===== config.mk =====
export PLATFORM = sky130hd
export DESIGN_NAME = watch_mode_ctrl
export DESIGN_NICKNAME = d
export VERILOG_FILES = /design/src/rtl/watch_mode_ctrl.sv
export SDC_FILE = /design/constraint.sdc
export NUM_CORES = 1
export LEC_CHECK = 0
export CORE_AREA = 2 2 69 137
export CTS_CLUSTER_SIZE = 12
export DETAILED_ROUTE_END_ITERATION = 12
export DIE_AREA = 0 0 71 139
export PLACE_DENSITY = 0.51
export SYNTH_ARGS = -nofsm -noshare
export SYNTH_HDL_FRONTEND = slang
export SYNTH_SLANG_ARGS = --single-unit

===== constraint.sdc =====
create_clock -name clk -period 2.7 [get_ports clk]
set_input_delay 0.54 -clock clk [delete_from_list [all_inputs] [get_ports clk]]
set_output_delay 0.54 -clock clk [all_outputs]
set_load 0.005 [all_outputs]

===== src/rtl/watch_mode_ctrl.sv =====
// watch_mode_ctrl: debounces the three watch buttons and sequences the watch
// modes (time display, time set, stopwatch), producing the display state code,
// the stopwatch run/clear controls and the hour/minute increment pulses.
module watch_mode_ctrl #(
  parameter int DEBOUNCE_CYCLES = 16,
  parameter int HOLD_CYCLES     = 64,
  parameter int REPEAT_CYCLES   = 32,
  parameter int SET_TIMEOUT     = 10
) (
  input  logic       clk,
  input  logic       reset,
  input  logic       btn_mode,
  input  logic       btn_set,
  input  logic       btn_ss,
  input  logic       sec_tick,
  output logic [2:0] state,
  output logic       sw_run,
  output logic       sw_clear,
  output logic       inc_h,
  output logic       inc_m
);

  localparam int DB_W   = $clog2(DEBOUNCE_CYCLES) + 1;
  localparam int HOLD_W = $clog2(HOLD_CYCLES) + 1;
  localparam int REP_W  = $clog2(REPEAT_CYCLES) + 1;
  localparam int IDLE_W = $clog2(SET_TIMEOUT) + 1;

  // Mode codes as seen by the display block. The state register itself is a
  // plain 3-bit vector so that the unused code 111 is representable and can be
  // recovered from.
  typedef enum logic [2:0] {
    HIDE_STOPPED = 3'b000,
    SET_H        = 3'b001,
    SET_M        = 3'b010,
    SHOW_STOPPED = 3'b011,
    SHOW_RUNNING = 3'b100,
    SW_RESET     = 3'b101,
    HIDE_RUNNING = 3'b110
  } state_t;

  // Button index: 0 = mode, 1 = set, 2 = ss
  logic [2:0] btn_raw;
  logic [2:0] db;
  logic [2:0] press;

  assign btn_raw = {btn_ss, btn_set, btn_mode};

  genvar gi;
  generate
    for (gi = 0; gi < 3; gi++) begin : g_btn
      logic            sync1_reg;
      logic            sync2_reg;
      logic            db_reg;
      logic            db_dly_reg;
      logic [DB_W-1:0] db_cnt_reg;

      // Synchronize the raw button, then accept a new level only after it has
      // differed from the debounced level for DEBOUNCE_CYCLES cycles in a row.
      always_ff @(posedge clk or negedge reset) begin
        if (!reset) begin
          sync1_reg  <= 1'b0;
          sync2_reg  <= 1'b0;
          db_reg     <= 1'b0;
          db_dly_reg <= 1'b0;
          db_cnt_reg <= '0;
        end else begin
          sync1_reg  <= btn_raw[gi];
          sync2_reg  <= sync1_reg;
          db_dly_reg <= db_reg;
          if (sync2_reg != db_reg) begin
            if (db_cnt_reg >= DB_W'(DEBOUNCE_CYCLES - 1)) begin
              db_reg     <= sync2_reg;
              db_cnt_reg <= '0;
            end else begin
              db_cnt_reg <= db_cnt_reg + 1'b1;
            end
          end else begin
            db_cnt_reg <= '0;
          end
        end
      end

      assign db[gi]    = db_reg;
      assign press[gi] = db_reg & ~db_dly_reg;
    end
  endgenerate

  logic [2:0]        state_reg, state_next;
  logic              sw_run_reg, sw_run_next;
  logic              sw_clear_reg, sw_clear_next;
  logic              inc_h_reg, inc_h_next;
  logic              inc_m_reg, inc_m_next;
  logic [HOLD_W-1:0] hold_reg, hold_next;
  logic [REP_W-1:0]  rep_reg, rep_next;
  logic [IDLE_W-1:0] idle_reg, idle_next;

  logic       ev_mode, ev_set, ev_ss, any_ev;
  logic       in_set, next_in_set, timeout, repeat_pulse;
  logic [2:0] exit_state;

  // Mode state, stopwatch run level, output pulses and the set-mode counters.
  always_ff @(posedge clk or negedge reset) begin
    if (!reset) begin
      state_reg    <= HIDE_STOPPED;
      sw_run_reg   <= 1'b0;
      sw_clear_reg <= 1'b0;
      inc_h_reg    <= 1'b0;
      inc_m_reg    <= 1'b0;
      hold_reg     <= '0;
      rep_reg      <= '0;
      idle_reg     <= '0;
    end else begin
      state_reg    <= state_next;
      sw_run_reg   <= sw_run_next;
      sw_clear_reg <= sw_clear_next;
      inc_h_reg    <= inc_h_next;
      inc_m_reg    <= inc_m_next;
      hold_reg     <= hold_next;
      rep_reg      <= rep_next;
      idle_reg     <= idle_next;
    end
  end

  // Next-state logic: prioritized button events, set-mode timeout,
  // auto-repeat of the increment pulse and the idle-second counter.
  always_comb begin
    state_next    = state_reg;
    sw_run_next   = sw_run_reg;
    sw_clear_next = 1'b0;
    inc_h_next    = 1'b0;
    inc_m_next    = 1'b0;
    hold_next     = '0;
    rep_next      = '0;
    idle_next     = '0;
    repeat_pulse  = 1'b0;

    // Only the highest-priority event of a cycle is acted on.
    ev_mode    = press[0];
    ev_set     = press[1] & ~press[0];
    ev_ss      = press[2] & ~press[1] & ~press[0];
    any_ev     = |press;
    in_set     = (state_reg == SET_H) || (state_reg == SET_M);
    timeout    = in_set && !any_ev && (idle_reg >= IDLE_W'(SET_TIMEOUT));
    exit_state = sw_run_reg ? HIDE_RUNNING : HIDE_STOPPED;

    case (state_reg)
      HIDE_STOPPED: begin
        if (ev_mode)     state_next = SHOW_STOPPED;
        else if (ev_set) state_next = SET_H;
      end
      HIDE_RUNNING: begin
        if (ev_mode)     state_next = SHOW_RUNNING;
        else if (ev_set) state_next = SET_H;
      end
      SET_H: begin
        if (ev_set)       state_next = SET_M;
        else if (ev_ss)   inc_h_next = 1'b1;
        else if (timeout) state_next = exit_state;
      end
      SET_M: begin
        if (ev_set)       state_next = exit_state;
        else if (ev_ss)   inc_m_next = 1'b1;
        else if (timeout) state_next = exit_state;
      end
      SHOW_STOPPED: begin
        if (ev_mode) begin
          state_next = HIDE_STOPPED;
        end else if (ev_set) begin
          state_next    = SW_RESET;
          sw_clear_next = 1'b1;
        end else if (ev_ss) begin
          state_next  = SHOW_RUNNING;
          sw_run_next = 1'b1;
        end
      end
      SHOW_RUNNING: begin
        if (ev_mode) begin
          state_next = HIDE_RUNNING;
        end else if (ev_ss) begin
          state_next  = SHOW_STOPPED;
          sw_run_next = 1'b0;
        end
      end
      SW_RESET: begin
        if (ev_mode) begin
          state_next = HIDE_STOPPED;
        end else if (ev_ss) begin
          state_next  = SHOW_RUNNING;
          sw_run_next = 1'b1;
        end
      end
      default: state_next = HIDE_STOPPED;
    endcase

    // Auto-repeat: the hold counter saturates at HOLD_CYCLES (first repeat),
    // after which the repeat counter paces further pulses. Any state change
    // or ss release restarts both.
    if (in_set && db[2] && (state_next == state_reg)) begin
      if (hold_reg < HOLD_W'(HOLD_CYCLES)) begin
        hold_next = hold_reg + 1'b1;
      end else begin
        hold_next = hold_reg;
      end
      if (hold_reg == HOLD_W'(HOLD_CYCLES - 1)) begin
        repeat_pulse = 1'b1;
      end
      if (hold_reg == HOLD_W'(HOLD_CYCLES)) begin
        if (rep_reg >= REP_W'(REPEAT_CYCLES - 1)) begin
          rep_next     = '0;
          repeat_pulse = 1'b1;
        end else begin
          rep_next = rep_reg + 1'b1;
        end
      end
    end

    if (repeat_pulse) begin
      if (state_reg == SET_H) inc_h_next = 1'b1;
      else                    inc_m_next = 1'b1;
    end

    // Idle seconds only accumulate while a set mode is stable and untouched.
    next_in_set = (state_next == SET_H) || (state_next == SET_M);
    if (next_in_set && (state_next == state_reg) && !(|db) && !any_ev) begin
      if (sec_tick && (idle_reg < IDLE_W'(SET_TIMEOUT))) begin
        idle_next = idle_reg + 1'b1;
      end else begin
        idle_next = idle_reg;
      end
    end
  end

  assign state    = state_reg;
  assign sw_run   = sw_run_reg;
  assign sw_clear = sw_clear_reg;
  assign inc_h    = inc_h_reg;
  assign inc_m    = inc_m_reg;

endmodule


# --- Word level (Yosys, flattened, before mapping) ---
# Cells that the tools add are included.
# W data, S select, Z words.
classes:
  addsub: 6
  order_cmp: 7
  eq_ne: 21
  muxes: 50
  bitwise_logic: 11
  reduce_logical: 20
op_table:
  columns: ["op", "count"]
  rows:
  - ["$mux W3", 14]
  - ["$mux W5", 8]
  - ["$mux W1", 21]
  - ["$pmux W3 S7", 1]
  - ["$add A5 B1 Y5 const B", 4]
  - ["$ge A5 B4 Y1 const B", 4]
  - ["$mux W6", 3]
  - ["$mux W7", 2]
  - ["$ne A2 B2 Y1 const B", 5]
  - ["$eq A3 B2 Y1 const B", 3]
  - ["$eq A3 B3 Y1 const B", 3]
  - ["$logic_and A1 B1 Y1", 8]
  - ["$add A7 B1 Y7 const B", 1]
  - ["$eq A7 B6 Y1 const B", 1]
  - ["$eq A7 B7 Y1 const B", 1]
  - ["$lt A7 B7 Y1 const B", 1]
  - ["$add A6 B1 Y6 const B", 1]
  - ["$and A1 B1 Y1", 6]
  - ["$eq A3 B1 Y1 const B", 2]
  - ["$ge A6 B5 Y1 const B", 1]
  - ["$reduce_and A2 Y1", 3]
  - ["$reduce_and A6 Y1", 1]
  - ["$reduce_or A3 Y1", 2]
  - ["$lt A5 B4 Y1 const B", 1]
  - ["9 further kinds", 18]
totals:
  reg_bits: 52
  inputBits: 6
  wordCells: 138

# --- Longest topological paths before layout ---
# Gate-level depths: netlist of the first run.
logic_depth:
  depth_word: 16
  mapped_depth: 11
  depth_no_buf: 9

# --- Least setup slack after synthesis of the first run ---
# OpenSTA, ideal clock, no wires.
synth_timing:
  path_kind: "register to register"
  from: "register idle_reg[0]"
  to: "register rep_reg[5]"
  t_arrival_ns: 2.540
  t_required_ns: 2.605
  path_slack_ns: 0.065
  stages_incl_launch_ff: 12
  cell_sequence: "dfrtp_1 inv_1 ha_1 nor4_2 or2_1 o31ai_1 a211o_1 a2111o_1 buf_6 or3_1 buf_6 nor4_4"
synth_via:
  elab_chain_len: 9
  word_cells_on_any_way: 10
  classes_between: "order compare: 1; eq/ne: 1; mux: 6; reduce/logical: 2"
synth_lines:
  columns: ["element", "line", "source"]
  rows:
  - ["start: declaration", "95", "logic [IDLE_W-1:0] idle_reg, idle_next;"]
  - ["start signal: assignment", "120", "idle_reg <= idle_next;"]
  - ["$ge A5 B4 Y1 *", "143", "timeout = in_set && !any_ev && (idle_reg >= IDLE_W'(SET_TIMEOUT));"]
  - ["$logic_and A1 B1 Y1 *", "143", null]
  - ["$mux W3 *", "158, 163", null]
  - ["$mux W3 *", "157", "else if (ev_ss) inc_h_next = 1'b1;"]
  - ["$mux W3, on equally long branches", "161, 156", null]
  - ["$pmux W3 S7 *", "146", "case (state_reg)"]
  - ["$eq A3 B3 Y1 *", "198", "if (in_set && db[2] && (state_next == state_reg)) begin"]
  - ["$logic_and A1 B1 Y1 *", "198", null]
  - ["$mux W6 *", "198", null]
  - ["named net rep_next[5]", "94", "logic [REP_W-1:0] rep_reg, rep_next;"]
  - ["end signal: assignment", "119", "rep_reg <= rep_next;"]
  - ["end: declaration", "94", null]
# The timed path passes the listed nets; every way through them passes the cells marked *.
# A chain may end at the register's enable or synchronous reset.

# --- Worst setup path after layout of the first run ---
layout_timing:
  from: "register idle_reg[1]"
  to: "register rep_reg[5]"
# Same word-level chain as after synthesis.

==> results of run 1 <==
==> worst max-delay path: cells and delay by family, from the launching register on <==
family / cells / cell delay [ns]
AOI/OAI and AO/OA: 3 / 0.83
adders and majority gates: 1 / 0.20
DFF: 1 / 0.41
and+or+nand+nor: 4 / 1.03
==> how the worst min path moves through the flow <==
stage / from / endpoint / slack, ns / cells after the start
floorplan: reset / g_btn[0].db_cnt_reg[0]$_DFF_PN0_ / 0.24 / 0
global placement: g_btn[1].sync1_reg$_DFF_PN0_ / g_btn[1].sync2_reg$_DFF_PN0_ / 0.33 / 0
detailed placement: g_btn[0].sync1_reg$_DFF_PN0_ / g_btn[0].sync2_reg$_DFF_PN0_ / 0.33 / 0
CTS: reset / g_btn[0].db_cnt_reg[0]$_DFF_PN0_ / 0.16 / 1
global route: reset / g_btn[1].db_cnt_reg[2]$_DFF_PN0_ / 0.17 / 1
finish: reset / g_btn[1].db_cnt_reg[2]$_DFF_PN0_ / 0.15 / 1
==> cell families (layout without fill, tap and decap cells) <==
family | count (synthesis) | count (layout) | share of synthesized area, %
compound gates | 29 | 29 | 8.46
other cells | 1 | 1 | 0.146
simple gates | 108 | 108 | 22.4
fa+ha+maj | 11 | 11 | 5.34
buf+inv | 21 | 52 | 4.13
mux | 6 | 6 | 2.48
flops | 52 | 52 | 50.5
xor+xnor | 19 | 19 | 6.46
==> repair_timing <==
action	CTS	global route
setup endpoints to repair	0	5
resized for setup	0	2
setup buffers	0	1
==> layer usage <==
metal | wire length (um) | part of all wire, % | track usage (%) | vias to the layer above
met2 | 3140 | 58 | 23.4 | 40
met1 | 1790 | 33 | 11.1 | 909
met5 | 0 | 0 | 0 | -
met4 | 295 | 5.5 | 7.85 | 0
li1 | - | - | - | 920
met3 | 170 | 3.2 | 2.03 | 21
==> cell usage after synthesis, types with 2 or more instances <==
cell and instances:
sky130_fd_sc_hd__buf_2 4, sky130_fd_sc_hd__nor4_1 4, sky130_fd_sc_hd__or2_2 3, sky130_fd_sc_hd__nor3_1 9, sky130_fd_sc_hd__xnor2_1 15, sky130_fd_sc_hd__mux2i_1 3
sky130_fd_sc_hd__nor2b_1 5, sky130_fd_sc_hd__ha_1 11, sky130_fd_sc_hd__o221ai_1 2, sky130_fd_sc_hd__a31oi_1 4, sky130_fd_sc_hd__dfrtp_1 52, sky130_fd_sc_hd__inv_1 13
sky130_fd_sc_hd__o21ai_0 7, sky130_fd_sc_hd__nand3_1 8, sky130_fd_sc_hd__o2111ai_1 3, sky130_fd_sc_hd__nor2_1 39, sky130_fd_sc_hd__or2_1 2, sky130_fd_sc_hd__nand2_1 12
sky130_fd_sc_hd__xor2_1 4, sky130_fd_sc_hd__and3_1 6, sky130_fd_sc_hd__buf_6 3, sky130_fd_sc_hd__mux2_2 3, sky130_fd_sc_hd__nand2b_1 5, sky130_fd_sc_hd__nand4_1 3
==> layout make-up <==
class	instances	area share, %
sequential	52	42.5
tap	102	4.16
clock inverter	1	0.286
inverter	13	1.59
multi-input combinational	174	38.3
timing repair buffer	32	8.66
clock buffer	6	4.53
==> power by group <==
part           internal [mW]  leakage [nW]  switching (mW)
combinational         0.0309         0.585          0.0408
clock                  0.366        0.0729           0.279
sequential             0.796         0.701          0.0142
==> stage by stage <==
stage | power [mW] | setup WS, ns | hold WS (ns) | utilization [%] | cell area, um^2
3_3_place_gp | 0.898 | 0.0613 | 0.333 | 32.7 | 2900
6_report | 1.53 | 0.146 | 0.153 | 34.5 | 3060
3_5_place_dp | 0.899 | 0.0847 | 0.335 | 32.7 | 2900
2_1_floorplan | 0.859 | 0.0650 | 0.244 | - | 2570
5_1_grt | 1.60 | 0.0245 | 0.172 | 34.5 | 3060
4_1_cts | 1.56 | 0.0601 | 0.157 | 34.3 | 3050
==> out/results.md, run 1 <==
* 5390 um — Routed WL
* sky130_fd_sc_hd__clkbuf_16 — Root Buffer
* 0 — final hold violations
* 0.590 ns — slew at the pin with the worst max-slew slack
* 94.6% — share of the clock period used by the worst path after layout
* 0 — Final Slew Violations
* 15.1% — share of cells above drive strength 1
* 0.392 GHz — highest clock rate
* yes — CTS tree
* 10.4 um^2 — mean cell area of the mapped netlist
* 9870 um^2 — die area
* 0 — number of buffers inserted for hold repair after clock tree synthesis
* 2081 — via count of the first global-routing pass
* false — unrepaired setup endpoints after global routing
* 0 — Overflow after GRT
* 247 — post-synthesis cell count
* 22 — largest net degree at the start of global routing
* 1300 um^2 — area occupied by registers
* 875 — Filler Cells Inserted
* 2 — maximum clock insertion buffer count
* 139 um — Die Y-Extent
* 0.868 — gp weighted congestion
* 1890 — total via count in the routed design
* 0.15 ns — R2R Setup Slk
* 49 — number of standard-cell rows in the floorplan
* sky130_fd_sc_hd__a2111o_1 — Crit-path slowest cell
* 19.0% — area overhead of the layout relative to synthesis
* 67 — number of design-rule violations left by the first detailed-router iteration
* 0 — antenna violations before repair
* register to register — type of the worst setup path
* register — critical path launch point type
* 0 — number of endpoints failing setup at the final stage
* 0.29 ns — clock insertion delay at the later pin of the skew report
* register — Critical Path End Type
* 15 — flip-flop count of the largest register, all copies and words added
* ha_1, nor4_2, or2_1, o31ai_1, a211o_1, a2111o_1, or3_4, nor4_4 — critical path cell sequence
* 5 — Num CTS Buffers
* 9360 um — global-route wire length before repair
* 2.90 ns — WP data required
* 8890 um^2 — standard cell core area
* 380 — non-filler instance count after layout
* 0 — antenna viol nets, final
* rep_reg[5]$_DFF_PN0_ — end point of the critical path
* 0.07 ns — clk slew on worst S/H paths
* sky130_fd_sc_hd__dfrtp_1 — ys flop type
* 4.97 — number of vias per cell after detailed routing
* 2.55 ns — time the worst path needs with I/O delays and setup
* 0 — ant diodes
* 0 — Post-synth EDFFs
* rep_reg[5]$_DFF_PN0_ — capturing point of the worst reg2reg path
* 14.2 um — average wire per standard cell
* 52 — FF+latch count, synth
* 4 — TritonRoute pass-1 iters
* 295 — Total Nets Final
* idle_reg[1]$_DFFE_PN0P_ — Reg-to-Reg Start
* 12 — count of buffers inserted at the top-level ports
* 2 — maximum level of the CTS H-tree
* 1170 um^2 — area of the multi-input gates
* 52 — Clock Sinks
* 60.1% — headroom to the max-slew limit
* 50.5% — share of synthesized area occupied by flip-flops and latches
* 100% — share of flip-flops with an asynchronous set or reset
* sky130_fd_sc_hd__dfrtp_1 — commonest non-fill, non-tap cell in the layout
* 5 — maximum fanout count along the critical path
* 264 — Net Count, Synth
* 498 nW/um^2 — power per standard cell area
* 29.0% — Initial Util
* 13 — Boundary Pins
* sky130_fd_sc_hd__dfrtp_1 — most area-hungry cell type in the Yosys netlist
* sky130_fd_sc_hd__dfrtp_1, sky130_fd_sc_hd__nor2_1, sky130_fd_sc_hd__buf_4 — most frequent cells in the layout
* 1.36 nW — standby leakage power
* 0 — number of max-cap violations
* 0.45 ns — stage delay of the slowest cell on the critical path
* primary input to async pin — classification of the worst-slack hold path
* sky130_fd_sc_hd__dfrtp_1, sky130_fd_sc_hd__nor2_1, sky130_fd_sc_hd__ha_1, sky130_fd_sc_hd__xnor2_1, sky130_fd_sc_hd__inv_1 — biggest area contributors in the synthesized netlist
* 12.1% — total routing usage reported by global routing
* 8 — count of cells along the worst register-to-register path
* 51 — count of unique library cells instantiated by Yosys
* 0 — total of warnings raised by yosys
* 2.76 ns — arrival time at the worst endpoint
* 0 — remaining routing DRC violations
* 4200 um — HPWL after detailed placement
* idle_reg[1]$_DFFE_PN0P_ — startpoint of the most critical setup path
* 0.286 mV — worst-case vdd ir drop
* 0 ns — setup total negative slack
* 50.5% — share of the synthesized area in the top cell type
* 71 um — x dimension of the die
* 2570 um^2 — area of the mapped netlist
* complete, no violations — result of the run
* 372 — total instance count after detailed placement
* 0.00578 ns — final clock skew
Power figures use the tool's default switching activity.
==> run 2: changes to the inputs <==
- ABC_AREA: default -> 1
- CORE_AREA: 2 2 69 137 -> 2 2 70 139
- DIE_AREA: 0 0 71 139 -> 0 0 72 141
- clock period: 2.7 -> 2.3 ns (I/O delays scaled with it)
==> run 2 against run 1 <==
Against the previous run: clock skew grew 0.0037 ns; first-iteration DRC count rose by 130%; synthesized cell count increased by 13%; worst setup slack better by 0.039 ns; register-to-register slack improved by 0.04 ns; largest power group unchanged.
==> out/results.md, run 2 <==
* 5.13% — Post-Synth Adder-Cell Area, -0.21 points
* 280 — post-synthesis cell count, +13%
* sky130_fd_sc_hd__dfrtp_1 — Crit-path slowest cell
* 1789 — via count of the first global-routing pass, -14%
* 15 — flip-flop count of the largest register, all copies and words added, unchanged
* 0 — remaining routing DRC violations, unchanged
* 0.840% — multiplexer share of the synthesized area, -1.6 points
* 0 — antenna violations before repair, unchanged
* sky130_fd_sc_hd__dfrtp_1 — ys flop type
* 0.08 ns — clk slew on worst S/H paths, about the same
* 0.00944 ns — final clock skew, +0.00366 ns
* 36 — count of unique library cells instantiated by Yosys, -29%
* 2.51 ns — WP data required, -0.39 ns
* 4.71 — number of vias per cell after detailed routing, -5.2%
* 0 — Final Slew Violations, unchanged
* 0.567 mV — worst-case vdd ir drop, +98%
* 0.824 — gp weighted congestion, -5.0%
* 2 — maximum level of the CTS H-tree, unchanged
* sky130_fd_sc_hd__dfrtp_1 — top-count cell post-synth
* 0 ns — setup total negative slack, unchanged
* complete, no violations — result of the run
* 72 um — x dimension of the die, +1.4%
* sky130_fd_sc_hd__dfrtp_1, sky130_fd_sc_hd__nand2_1, sky130_fd_sc_hd__inv_1 — most frequent cells in the layout
* 50 — number of standard-cell rows in the floorplan, +2.0%
* 12 — count of buffers inserted at the top-level ports, unchanged
* 19.5% — share of cells above drive strength 1, +4.4 points
* 5 — Num CTS Buffers, unchanged
* 2.11 ns — time the worst path needs with I/O delays and setup, -0.439 ns
* 15.3% — area overhead of the layout relative to synthesis
* 100% — share of flip-flops with an asynchronous set or reset, unchanged
* 66.4% — headroom to the max-slew limit, +6.4 points
* 0.30 ns — clock insertion delay at the later pin of the skew report, about the same
* 0 — number of buffers inserted for hold repair after clock tree synthesis, unchanged
* 314 — Total Nets Final, +6.4%
* 0 — ant diodes, unchanged
* primary input to async pin — classification of the worst-slack hold path
* 1.40 nW — standby leakage power, +3.0%
* 153 — number of design-rule violations left by the first detailed-router iteration, +130%
* 1 — number of buffer and inverter instances along the worst setup path, +1
* 0 — final hold violations, unchanged
* yes — CTS tree
* 4490 um — Routed WL, -17%
* 0.503 ns — slew at the pin with the worst max-slew slack, -0.0863 ns
* sky130_fd_sc_hd__dfrtp_1, sky130_fd_sc_hd__nand2_1, sky130_fd_sc_hd__inv_1, sky130_fd_sc_hd__nor2_1, sky130_fd_sc_hd__nand3_1 — most numerous cell types in the synthesized netlist
* nand2_4, nand2_1, nor2_2, nand3_1, nand2_1, nand3_1, nand2_1, nand2_2, nand2_2, nand3_2, nor2_4, nand2_2, buf_12, nor3_1 — critical path cell sequence
* sky130_fd_sc_hd__clkbuf_16 — Root Buffer
* 9.58 um^2 — mean cell area of the mapped netlist, -8.1%
* 2680 um^2 — area of the mapped netlist, +4.2%
* register to register — type of the worst setup path
* 13 — maximum fanout count along the critical path, +8
* 0 — antenna viol nets, final, unchanged
* false — unrepaired setup endpoints after global routing
* 48.5% — share of the synthesized area in the top cell type, -2.0 points
* 2 — maximum clock insertion buffer count, unchanged
* 0 — Overflow after GRT, unchanged
* 8110 um — global-route wire length before repair, -13%
* 4 — TritonRoute pass-1 iters, unchanged
* 48.5% — share of synthesized area occupied by flip-flops and latches, -2.0 points
* 52 — FF+latch count, synth, unchanged
* register — critical path launch point type
* 9.96% — total routing usage reported by global routing, -2.2 points
* 5.18% — area fraction in compound gates after synthesis, -3.3 points
* 92.0% — share of the clock period used by the worst path after layout, -2.6 points
* 713 nW/um^2 — power per standard cell area, +43%
* 0 — number of max-cap violations, unchanged
* 0 — count of cells resized by post-cts repair, unchanged
* 11.2 um — average wire per standard cell, -21%
* simple AND/OR/NAND/NOR gates — family with the most delay on the worst path
* sky130_fd_sc_hd__dfrtp_1 — commonest non-fill, non-tap cell in the layout
* 0 — Post-synth EDFFs, unchanged
* 297 — Net Count, Synth, +13%
* 0 — number of endpoints failing setup at the final stage, unchanged
* sky130_fd_sc_hd__dfrtp_1 — most area-hungry cell type in the Yosys netlist
* sky130_fd_sc_hd__dfrtp_1, sky130_fd_sc_hd__nand2_1, sky130_fd_sc_hd__ha_1, sky130_fd_sc_hd__nor2_4, sky130_fd_sc_hd__inv_1 — biggest area contributors in the synthesized netlist
* 29.2% — Initial Util, +0.20 points
* 13 — Boundary Pins, unchanged
* 3.26% — synthesized-area fraction occupied by xor and xnor cells, -3.2 points
* 0.46 ns — stage delay of the slowest cell on the critical path, about the same
* 0 — total of warnings raised by yosys, unchanged
* 10200 um^2 — die area, +2.9%
* simple AND/OR/NAND/NOR gates — main combinational cell family by area after synthesis
* register — Critical Path End Type
* 0 — number of buffers added for setup after CTS, unchanged
* 9200 um^2 — standard cell core area, +3.4%
* 52 — Clock Sinks, unchanged
* 1895 — total via count in the routed design, +0.26%
* 0.473 GHz — highest clock rate, +21%
* 30.6% — post-synthesis share of cell area spent on and, or, nand and nor gates, +8.1 points
* 33.6% — post-layout utilization of the core, -0.82 points
* 2.33 ns — arrival time at the worst endpoint, -0.43 ns
* 3400 um — HPWL after detailed placement, -19%
* 33 — largest net degree at the start of global routing, +50%
* 141 um — Die Y-Extent, +1.4%
run 2: area by class of cell:
cell class,count,area [um^2]
fillers,925,6100
clock inverters,3,28.8
repair buffers,14,155
flip-flops and latches,52,1310
multi-input cells,188,1210
clock buffers,5,125
well taps,104,130
inverters,36,140
run 2: power by group:
part	internal, mW	switching (mW)
Clock	0.419	0.360
Sequential	0.964	0.0792
Combinational	0.151	0.232
run 2: metal layers:
metal,global-route usage (%),vias up,share of wire [%]
met1,13.2,900,46
li1,-,951,-
met3,2.36,8,3.8
met5,0,-,0
met4,4.57,0,2.4
met2,15.3,36,47
run 2: final timing paths:
check                                              from                            to  slack [ns]  cells past startpoint
max reg2reg                 g_btn[0].db_reg$_DFFE_PN0P_          rep_reg[5]$_DFF_PN0_        0.19                     14
min reg2reg                g_btn[2].sync1_reg$_DFF_PN0_  g_btn[2].sync2_reg$_DFF_PN0_        0.35                      0
max                         g_btn[0].db_reg$_DFFE_PN0P_          rep_reg[5]$_DFF_PN0_        0.19                     14
min                                               reset       idle_reg[3]$_DFFE_PN0P_        0.12                      1
min in group clk           g_btn[2].sync1_reg$_DFF_PN0_  g_btn[2].sync2_reg$_DFF_PN0_        0.35                      0
max in group asynchronous                         reset            state[2]$_DFF_PN0_        1.63                      2
run 2: cells by family (layout without fill, tap and decap cells):
family / Yosys count / after routing
xor gates and xnor gates: 10 / 10
and+or+nand+nor: 142 / 142
adders and majority gates: 11 / 11
buffers and inverters: 40 / 58
other: 1 / 1
muxes: 2 / 2
AOI/OAI and AO/OA: 22 / 22
DFF: 52 / 52
run 2: through the flow:
step	power, mW	hold slack [ns]	setup WS (ns)	instance area, um^2	cells
3_3_place_gp	1.43	0.331	0.186	2930	394
4_1_cts	2.24	0.136	0.140	3090	402
3_5_place_dp	1.44	0.339	0.145	2930	394
5_1_grt	2.34	0.161	0.00500	3090	402
2_1_floorplan	1.34	0.164	0.507	2680	280
6_report	2.20	0.124	0.185	3090	402
run 2: worst register-to-register path, stage by stage (launching register included):
cell and delay [ns]:
sky130_fd_sc_hd__dfrtp_1 0.46, sky130_fd_sc_hd__nand2_4 0.15, sky130_fd_sc_hd__nand2_1 0.10, sky130_fd_sc_hd__nor2_2 0.14
sky130_fd_sc_hd__nand3_1 0.14, sky130_fd_sc_hd__nand2_1 0.09, sky130_fd_sc_hd__nand3_1 0.07, sky130_fd_sc_hd__nand2_1 0.12
sky130_fd_sc_hd__nand2_2 0.09, sky130_fd_sc_hd__nand2_2 0.07, sky130_fd_sc_hd__nand3_2 0.08, sky130_fd_sc_hd__nor2_4 0.13
sky130_fd_sc_hd__nand2_2 0.08, sky130_fd_sc_hd__buf_12 0.18, sky130_fd_sc_hd__nor3_1 0.15
==> run 3: changes to the inputs <==
- CAP_MARGIN: default -> 20
- SETUP_SLACK_MARGIN: default -> 0.15
==> run 3 against run 2 <==
Against the previous run: cell area up 4.0%; sequential power about the same; sequential share of layout area down 1.5 points; core utilization up 1.3 points; register-to-register slack better by 0.09 ns; combinational power up 20%; sequential cell count unchanged; worst setup slack better by 0.091 ns; critical path depth up 1; clock-buffer cell count unchanged; clock skew about the same; via count up 1.9%.
==> out/results.md, run 3 (same netlist as run 2, synthesis figures left out) <==
* 2 — maximum level of the CTS H-tree, unchanged
* 2.51 ns — WP data required, about the same
* 1250 um^2 — area of the multi-input gates, +3.3%
* 0.824 — gp weighted congestion, unchanged
* 1931 — total via count in the routed design, +1.9%
* 0 — number of buffers inserted for hold repair after clock tree synthesis, unchanged
* false — unrepaired setup endpoints after global routing
* inv_2, nor2_4, buf_4, nor2_4, nand3_2, nand2_1, nand3_1, nand2_1, nand2_2, nand2_2, nand3_2, nor2_4, nand2_2, buf_12, nor3_1 — critical path cell sequence
* 0.568 mV — worst-case vdd ir drop, +0.16%
* 139 — number of design-rule violations left by the first detailed-router iteration, -9.2%
* 2 — maximum clock insertion buffer count, unchanged
* 9200 um^2 — standard cell core area, unchanged
* 0.08 ns — clk slew on worst S/H paths, about the same
* 141 um — Die Y-Extent, unchanged
* sky130_fd_sc_hd__clkbuf_16 — Root Buffer
* 0 — Final Slew Violations, unchanged
* 50 — number of standard-cell rows in the floorplan, unchanged
* 0 — ant diodes, unchanged
* complete, no violations — result of the run
* 10200 um^2 — die area, unchanged
* register — critical path launch point type
* 0 — Overflow after GRT, unchanged
* 3220 um^2 — summed area of non-filler cells in the final layout, +4.0%
* 4.68 — number of vias per cell after detailed routing, -0.81%
* 325 — Total Nets Final, +3.5%
* 0.42 ns — stage delay of the slowest cell on the critical path, -0.04 ns
* 33 — largest net degree at the start of global routing, unchanged
* 9.96% — total routing usage reported by global routing, unchanged
* 29.2% — Initial Util, unchanged
* 4640 um — Routed WL, +3.4%
* register to register — type of the worst setup path
* register — Critical Path End Type
* 8110 um — global-route wire length before repair, unchanged
* 66.4% — headroom to the max-slew limit, about the same
* 3400 um — HPWL after detailed placement, unchanged
* 88.0% — share of the clock period used by the worst path after layout, -3.9 points
* 72 um — x dimension of the die, unchanged
* 12 — count of buffers inserted at the top-level ports, unchanged
* 0 — number of endpoints failing setup at the final stage, unchanged
* 0.00923 ns — final clock skew, -0.000214 ns
* 919 — Filler Cells Inserted, -0.65%
* 0.494 GHz — highest clock rate, +4.5%
* 11.2 um — average wire per standard cell, +0.63%
* 0.30 ns — clock insertion delay at the later pin of the skew report, about the same
* primary input to async pin — classification of the worst-slack hold path
* 2930 um^2 — Placement Cell Area, unchanged
* 704 nW/um^2 — power per standard cell area, -1.2%
* 52 — Clock Sinks, unchanged
* simple AND/OR/NAND/NOR gates — family with the most delay on the worst path
* 19.9% — area overhead of the layout relative to synthesis
* sky130_fd_sc_hd__dfrtp_1 — commonest non-fill, non-tap cell in the layout
* 0 — remaining routing DRC violations, unchanged
* 3 — number of buffer and inverter instances along the worst setup path, +2
* 0 — antenna violations before repair, unchanged
* 24.6% — share of cells above drive strength 1, +5.1 points
* 15 — flip-flop count of the largest register, all copies and words added, unchanged
* 2.02 ns — time the worst path needs with I/O delays and setup, -0.0906 ns
* 13 — Boundary Pins, unchanged
* sky130_fd_sc_hd__dfrtp_1 — Crit-path slowest cell
* 1310 um^2 — area occupied by registers, +0.19%
* 0.504 ns — slew at the pin with the worst max-slew slack, +0.000693 ns
* sky130_fd_sc_hd__dfrtp_1, sky130_fd_sc_hd__nand2_1, sky130_fd_sc_hd__inv_1 — most frequent cells in the layout
* 1.46 nW — standby leakage power, +4.3%
* 0 — final hold violations, unchanged
* yes — CTS tree
* 13 — maximum fanout count along the critical path, unchanged
* 2.23 ns — arrival time at the worst endpoint, -0.10 ns
* 0 — antenna viol nets, final, unchanged
* 0 — number of max-cap violations, unchanged
* 5 — Num CTS Buffers, unchanged
* 1789 — via count of the first global-routing pass, unchanged
* 0 ns — setup total negative slack, unchanged
* 4 — TritonRoute pass-1 iters, unchanged
## run 3: cell types whose count changed in the layout (fill, tap and decap cells not counted), moves of 2 or more
cell / change
sky130_fd_sc_hd__buf_4: +10
sky130_fd_sc_hd__nor3_2: +2
sky130_fd_sc_hd__dfrtp_1: -2
sky130_fd_sc_hd__dfrtp_2: +2
sky130_fd_sc_hd__nor3_1: -2
sky130_fd_sc_hd__nand3_1: -2
## run 3: power by group
part	switching (mW)	leakage, nW	internal [mW]
clock	0.362	0.0767	0.419
sequential	0.0609	0.691	0.964
combinational	0.267	0.692	0.192
total	0.689	1.46	1.58
## run 3: repair_timing
item,CTS,global route
endpoints found under the setup margin,1,18
resized for setup,1,13
setup buffers,0,11
pin swaps,0,3
## run 3: area by class of cell
cell class | instances | share of cell area, %
sequential | 52 | 40.6
multi-input combinational | 188 | 38.9
timing repair buffer | 25 | 7.31
inverter | 36 | 4.36
tap | 104 | 4.05
clock buffer | 5 | 3.89
clock inverter | 3 | 0.895
## run 3: worst paths after layout
check | from | endpoint | slack [ns] | cells past startpoint
worst min-delay path | reset | idle_reg[3]$_DFFE_PN0P_ | 0.12 | 1
min in group clk | g_btn[2].sync1_reg$_DFF_PN0_ | g_btn[2].sync2_reg$_DFF_PN0_ | 0.35 | 0
worst max-delay path | g_btn[2].db_reg$_DFFE_PN0P_ | hold_reg[2]$_DFFE_PN0P_ | 0.28 | 15
worst max register to register | g_btn[2].db_reg$_DFFE_PN0P_ | hold_reg[2]$_DFFE_PN0P_ | 0.28 | 15
max in group asynchronous | reset | state[2]$_DFF_PN0_ | 1.63 | 2
worst min register to register | g_btn[2].sync1_reg$_DFF_PN0_ | g_btn[2].sync2_reg$_DFF_PN0_ | 0.35 | 0
## run 3: metrics by stage
stage	power [mW]	setup WS (ns)	cells	hold WS, ns	utilization, %
finish	2.26	0.276	413	0.123	35.0
global route	2.40	0.147	413	0.161	35.0
CTS	2.24	0.156	402	0.136	33.6
detailed placement	1.44	0.145	394	0.339	31.9
global placement	1.43	0.186	394	0.331	31.9
floorplan	1.34	0.507	280	0.164	-
## run 3: routing by layer
| metal | part of all wire (%) | track usage (%) | up-vias |
|---|---|---|---|
| met5 | 0 | 0 | - |
| met4 | 2.4 | 4.57 | 0 |
| met3 | 3.8 | 2.36 | 8 |
| met2 | 48 | 15.3 | 34 |
| met1 | 46 | 13.2 | 914 |
| li1 | - | - | 975 |
